==> src/rtl/wb_result_stage.sv <==
// Writeback result stage: source select, optional load extension (`WB_LOAD_EXT_EN`),
// and MEM-stage stall while variable-latency load data is outstanding.
module wb_result_stage #(
   parameter int DATA_WIDTH = 32,
   parameter int NUM_SRC    = 4,
   parameter int SEL_WIDTH  = $clog2(NUM_SRC),
   parameter int LOAD_IDX   = 1
) (
   input  logic                          clk,
   input  logic                          rst_n,
   input  logic                          ValidM,
   input  logic                          RegWriteM,
   input  logic [4:0]                    RdM,
   input  logic [SEL_WIDTH-1:0]          ResultSrcM,
   input  logic [NUM_SRC*DATA_WIDTH-1:0] SrcDataM,
   input  logic [2:0]                    LoadTypeM,
   input  logic [1:0]                    AddrLoM,
   input  logic                          ReadValidM,
   input  logic                          FlushW,
   output logic                          StallM,
   output logic                          ValidW,
   output logic                          RegWriteW,
   output logic [4:0]                    RdW,
   output logic [DATA_WIDTH-1:0]         ResultW
);

   typedef enum logic {RUN, WAIT_LOAD} state_t;

   state_t                state, state_next;
   logic                  valid_next, we_next, stall, capture;
   logic [4:0]            rd_next, pend_rd;
   logic                  pend_we;
   logic [DATA_WIDTH-1:0] result_next, sel_data, load_raw;
   logic [DATA_WIDTH-1:0] hit_load_data, wait_load_data;
   logic                  in_range, is_load;

   assign load_raw = SrcDataM[LOAD_IDX*DATA_WIDTH +: DATA_WIDTH];
   assign is_load  = ValidM && (ResultSrcM == SEL_WIDTH'(LOAD_IDX));

`ifdef WB_LOAD_EXT_EN
   logic [2:0] pend_type;
   logic [1:0] pend_lo;

   function automatic logic [DATA_WIDTH-1:0] extend_load(
      input logic [DATA_WIDTH-1:0] raw,
      input logic [2:0]            ltype,
      input logic [1:0]            alo
   );
      logic [7:0]  b;
      logic [15:0] h;
      case (alo)
         2'd0:    b = raw[7:0];
         2'd1:    b = raw[15:8];
         2'd2:    b = raw[23:16];
         default: b = raw[31:24];
      endcase
      h = alo[1] ? raw[31:16] : raw[15:0];
      case (ltype)
         3'b000:  extend_load = {{(DATA_WIDTH-8){b[7]}}, b};
         3'b001:  extend_load = {{(DATA_WIDTH-16){h[15]}}, h};
         3'b100:  extend_load = {{(DATA_WIDTH-8){1'b0}}, b};
         3'b101:  extend_load = {{(DATA_WIDTH-16){1'b0}}, h};
         default: extend_load = raw;
      endcase
   endfunction

   assign hit_load_data  = extend_load(load_raw, LoadTypeM, AddrLoM);
   assign wait_load_data = extend_load(load_raw, pend_type, pend_lo);

   // The load's extension controls must survive the wait, like rd.
   always_ff @(posedge clk or negedge rst_n) begin
      if (!rst_n) begin
         pend_type <= 3'b010;
         pend_lo   <= 2'd0;
      end else if (capture) begin
         pend_type <= LoadTypeM;
         pend_lo   <= AddrLoM;
      end
   end
`else
   logic unused_load_ctl;
   assign unused_load_ctl = ^{LoadTypeM, AddrLoM};
   assign hit_load_data   = load_raw;
   assign wait_load_data  = load_raw;
`endif

   // Loop mux keeps an out-of-range select from indexing past SrcDataM.
   always_comb begin
      sel_data = '0;
      in_range = 1'b0;
      for (int k = 0; k < NUM_SRC; k++) begin
         if (ResultSrcM == SEL_WIDTH'(k)) begin
            sel_data = SrcDataM[k*DATA_WIDTH +: DATA_WIDTH];
            in_range = 1'b1;
         end
      end
   end

   always_comb begin
      state_next  = state;
      valid_next  = 1'b0;
      we_next     = 1'b0;
      rd_next     = RdW;
      result_next = ResultW;
      stall       = 1'b0;
      capture     = 1'b0;
      if (FlushW) begin
         state_next = RUN;
      end else begin
         case (state)
            RUN: begin
               if (is_load && !ReadValidM) begin
                  stall      = 1'b1;
                  capture    = 1'b1;
                  state_next = WAIT_LOAD;
               end else if (ValidM) begin
                  valid_next  = 1'b1;
                  rd_next     = RdM;
                  we_next     = RegWriteM && (RdM != 5'd0) && in_range;
                  if (!in_range)
                     result_next = '0;
                  else if (is_load)
                     result_next = hit_load_data;
                  else
                     result_next = sel_data;
               end
            end
            WAIT_LOAD: begin
               if (ReadValidM) begin
                  state_next  = RUN;
                  valid_next  = 1'b1;
                  rd_next     = pend_rd;
                  we_next     = pend_we && (pend_rd != 5'd0);
                  result_next = wait_load_data;
               end else begin
                  stall = 1'b1;
               end
            end
            default: state_next = RUN;
         endcase
      end
   end

   assign StallM = stall;

   always_ff @(posedge clk or negedge rst_n) begin
      if (!rst_n) begin
         state     <= RUN;
         ValidW    <= 1'b0;
         RegWriteW <= 1'b0;
         RdW       <= 5'd0;
         ResultW   <= '0;
         pend_rd   <= 5'd0;
         pend_we   <= 1'b0;
      end else begin
         state     <= state_next;
         ValidW    <= valid_next;
         RegWriteW <= we_next;
         RdW       <= rd_next;
         ResultW   <= result_next;
         if (capture) begin
            pend_rd <= RdM;
            pend_we <= RegWriteM;
         end
      end
   end

endmodule

==> config.mk <==
export PLATFORM = sky130hd
export DESIGN_NAME = wb_result_stage
export DESIGN_NICKNAME = d
export VERILOG_FILES = /design/src/rtl/wb_result_stage.sv
export SDC_FILE = /design/constraint.sdc
export NUM_CORES = 1
export LEC_CHECK = 0
export CORE_MARGIN = 2
export CORE_UTILIZATION = 39
export DETAILED_ROUTE_END_ITERATION = 7
export GPL_ROUTABILITY_DRIVEN = 1
export MAX_ROUTING_LAYER = met4
export PLACE_DENSITY = 0.82
export SLEW_MARGIN = 20
export SYNTH_ARGS = -nofsm -noshare
export SYNTH_HDL_FRONTEND = slang
export SYNTH_SLANG_ARGS = --single-unit
==> constraint.sdc <==
create_clock -name clk -period 2.2 [get_ports clk]
set_input_delay 0.44 -clock clk [delete_from_list [all_inputs] [get_ports clk]]
set_output_delay 0.44 -clock clk [all_outputs]
set_load 0.01 [all_outputs]
==> results.md <==
- The flow ran to the end, and the final reports show no timing, DRC or antenna violations.
- Summed over all layers, the global routing overflow is 0.
- In the synthesized netlist the async set-or-reset flop fraction comes to 100%.
- The setup TNS is 0 ps.
- The area fraction in and, or, nand and nor cells after synthesis is 2.99%.
- The count of hold buffers inserted by post-cts repair is 0.
- The clock-pin slew reported for the worst setup and hold paths after clock tree synthesis is 80 ps.
- The count of flip-flops with a built-in enable after synthesis is 0.
- Leaving out filler cells and counting taps, the final layout contains 489.
- The die is 94.9 µm wide.
- In this run the biggest area consumer among cell types represents 35.7% of the synthesized area.
- The critical-path maximum fanout is 3.
- The first routing iteration left 58 violations.
- The placed cell count is 481.
- The category of the worst setup path capture point is a primary output.
- Of the cells placed in the final design, the portion with a size suffix greater than 1 is 35.7%.
- The setup check on the worst reg-to-reg path leaves a slack of 370 ps.
- Derived from the worst setup path, the maximum achievable clock frequency is 0.481 GHz.
- The share of synthesized area occupied by flip-flops and latches is 35.7%.
- The buffer type at the clock tree root is sky130_fd_sc_hd__clkbuf_8.
- The pin slew with the least headroom to its limit is 520 ps.
- Setup repair after global routing left no endpoint under its margin.
- The most frequently used cell type in the post-synthesis netlist is sky130_fd_sc_hd__mux2_4.
- The net count of the finished layout is 529.
- Routability-driven placement finished with a final weighted congestion of 0.761.
- The HPWL after detailed placement is 7010 µm.
- The final number of max-transition violations is 0.
- The first global-routing pass estimated 13500 µm of wire.
- The netlist area before placement is 3230 µm².
- For the worst setup path, the data required time is 1760 ps.
- The total area inside the core boundary comes to 8130 µm².
- The maximum level of the CTS H-tree is 2.
- The min-delay analysis places its worst path in the category in -> async.
- The launching point of the worst reg2reg path is state.
- The combinational family with the most area after synthesis is multiplexers.
- The synthesized netlist devotes 1.24% of its cell area to compound gates.
- Yosys mapped the design onto 27 distinct sky130hd cell types.
- The maximum buffer depth of the clock tree is 2.
- Fill cells in the final layout number 622.
- The clock net sink count is 46.
- The routed layout has 2544 vias.
- The clock reaches the later pin of the worst-skew pair after 290 ps.
- Yosys printed 0 warnings.
- The signal arrival time at the worst endpoint is 1640 ps.
- By count the netlist is led by sky130_fd_sc_hd__mux2_4, sky130_fd_sc_hd__dfrtp_1, sky130_fd_sc_hd__mux2_2.
- Global routing used 20.1% of the available tracks across all layers.
- The synthesized netlist net count is 344.
- The diode insertion count for antenna repair is 0.
- The count of final hold-check violations is 0.
- The cell depth of the worst flop-to-flop path is 6.
- Summing the areas of all fa, ha and maj instances in the mapped netlist gives 0% of the synthesized area.
- On the critical path, the stage with the largest delay is an instance of sky130_fd_sc_hd__clkdlybuf4s50_1.
- The number of max-cap violations is 0.
- The fraction of synthesized area in multiplexers is 55.5%.
- During placement, the flow inserted port buffers numbering 180.
- In this run, CTS created clock tree buffers numbering 5.
- The worst path uses 94.5% of the clock period.
- In this run the remaining antenna-violating nets after routing total 0.
- The number of antenna violations at the first check in global routing is 0.
- By startpoint and endpoint, the worst setup path is classified as in -> out.
- The worst register-to-register path ends at ResultW[1].
- The worst pin sits at a relative slew slack of 65.3%.
- The area occupied by multi-input gates is 1940 µm².
- The overall die height is 94.9 µm.
- In this design, the stage delay of the slowest critical-path cell is 480 ps.
- The biggest area contributor in the post-synthesis netlist is sky130_fd_sc_hd__dfrtp_1.
- Pin placement for this block handled 186 I/O pins.
- STA classifies the critical path startpoint as an input pin.
- For this configuration, the core starts out at a cell density of 39.7%.
- Compared with the post-synthesis result, the final layout area differs by 63.8%.
- The detailed-route DRC error count is 0.
- The pin count of the biggest net entering global routing is 26.
- In this run the post-CTS setup repair buffer count came out at 0.
- Dividing the detail-routed via count by the number of cells gives 5.20.
- The initialized floorplan defines 33 standard-cell rows.
- For the finished layout, the period the worst path requires is 2080 ps.
- The number of global-route vias before repair was 2782.
- The largest clock skew in the final design is 7.04 ps.
- VDD sags by at most 0.255 mV.
- The area occupied by registers is 1150 µm².
- In the final routed layout, each cell accounts on average for 17.6 µm.
- The synthesized design contains 46 register bits.
- The final setup violation count is 0.
- Of the total synthesized cell area, the portion taken by XOR and XNOR cells is 0%.
- The power density over cell area is 580 nW/µm².
- The per-instance average area after synthesis is 16.3 µm².
- The CTS tree is built.
- The total wire length is 8590 µm.
- The first detailed-routing pass ran for 4 iterations.
- Among all flip-flop cells after synthesis, the most frequent one is sky130_fd_sc_hd__dfrtp_1.
- In this run the static leakage power is 0.00218 µW.
- Yosys attributes the largest share of cell area to sky130_fd_sc_hd__dfrtp_1, sky130_fd_sc_hd__mux2_4, sky130_fd_sc_hd__mux4_2, sky130_fd_sc_hd__mux2_2, sky130_fd_sc_hd__mux4_1.
- The count of mapped cells out of synthesis is 198.
- The die area is 9010 µm².
- The critical path goes through clkdlybuf4s50_1 -> and3b_2 -> nor2_4 -> nor3_2 -> dlygate4sd2_1.
[worst max-delay path by stage]
stage / start / end / slack [ps] / depth (start not counted)
6_report: ValidM / StallM / 120 / 5
5_1_grt: ValidM / StallM / 70 / 5
4_1_cts: ValidM / StallM / 70 / 5
3_5_place_dp: ValidM / StallM / -220 / 5
3_3_place_gp: ValidM / StallM / -210 / 5
2_1_floorplan: ResultSrcM[0] / ResultW[10] / 300 / 5
[placed cells by master, fill, tap and decap left out]
cell type	instances
sky130_fd_sc_hd__o311ai_0	1
sky130_fd_sc_hd__nor4_1	2
sky130_fd_sc_hd__and3b_2	1
sky130_fd_sc_hd__mux2_4	48
sky130_fd_sc_hd__mux4_1	3
sky130_fd_sc_hd__and3_1	1
sky130_fd_sc_hd__mux4_2	28
sky130_fd_sc_hd__o31ai_1	1
sky130_fd_sc_hd__nand2b_1	1
sky130_fd_sc_hd__dlygate4sd2_1	1
sky130_fd_sc_hd__nor2_1	3
sky130_fd_sc_hd__a21oi_1	2
sky130_fd_sc_hd__buf_2	3
sky130_fd_sc_hd__nand3_1	1
sky130_fd_sc_hd__a2bb2oi_1	1
sky130_fd_sc_hd__nor3_2	1
sky130_fd_sc_hd__nor3_1	1
sky130_fd_sc_hd__buf_4	10
sky130_fd_sc_hd__clkdlybuf4s50_1	176
sky130_fd_sc_hd__buf_12	4
sky130_fd_sc_hd__dfrtp_1	46
sky130_fd_sc_hd__or4_1	1
sky130_fd_sc_hd__nor3_4	1
sky130_fd_sc_hd__mux2_2	32
sky130_fd_sc_hd__nand2_1	3
sky130_fd_sc_hd__clkbuf_8	8
sky130_fd_sc_hd__nor2_4	1
sky130_fd_sc_hd__o21ai_0	1
sky130_fd_sc_hd__inv_1	2
[where the power goes]
part           total (µW)  internal, µW  switching, µW
clock                 602           318            284
combinational        1310           917            397
sequential           1150          1030            112
total                3060          2270            793
[flip-flops by register name, indices dropped and copies added (netlist names)]
name and flops:
ResultW 32, RdW 5, pend_rd 5, RegWriteW 1, ValidW 1, pend_we 1, state 1
[metal layers]
| metal | share of wire (%) | GRT usage [%] | wire, µm |
|---|---|---|---|
| met4 | 1.2 | 5.43 | 106 |
| met5 | 0 | - | 0 |
| met2 | 54 | 35.5 | 4600 |
| met1 | 36 | 23.0 | 3100 |
| met3 | 9.1 | 4.47 | 782 |
[cells by family after synthesis]
kind of cell / after synthesis
buffers and inverters: 18
AND/OR/NAND/NOR: 17
multiplexers: 111
AO/OA/AOI/OAI: 6
flip-flops: 46
[worst max-delay path, delay by kind of cell]
family        cells  cell delay, ps
simple gates      3             420
buf+inv           2             770
[area by class of cell]
class	count	area share (%)
multi-input combinational	134	36.8
timing repair buffer	194	36.7
sequential	46	21.8
tap	105	2.49
clock buffer	8	2.08
inverter	2	0.142
[timing repair]
action | in CTS | in global routing
setup endpoints to repair | 1 | 1
gates resized for setup | 1 | 1
endpoints found under the hold margin | 0 | 0
[through the flow]
| step | power, µW | worst slack [ps] | utilization, % | area (µm²) | hold slack (ps) |
|---|---|---|---|---|---|
| global route | 3230 | 71.1 | 65.0 | 5280 | 146 |
| floorplan | 1770 | 297 | - | 3230 | 144 |
| CTS | 3100 | 69.1 | 64.9 | 5280 | 114 |
| finish | 3060 | 121 | 65.0 | 5280 | 112 |
| detailed placement | 2490 | -218 | 63.6 | 5170 | 441 |
| global placement | 2460 | -208 | 63.6 | 5170 | 436 |
Note: power is estimated with default switching activity, not from simulation.
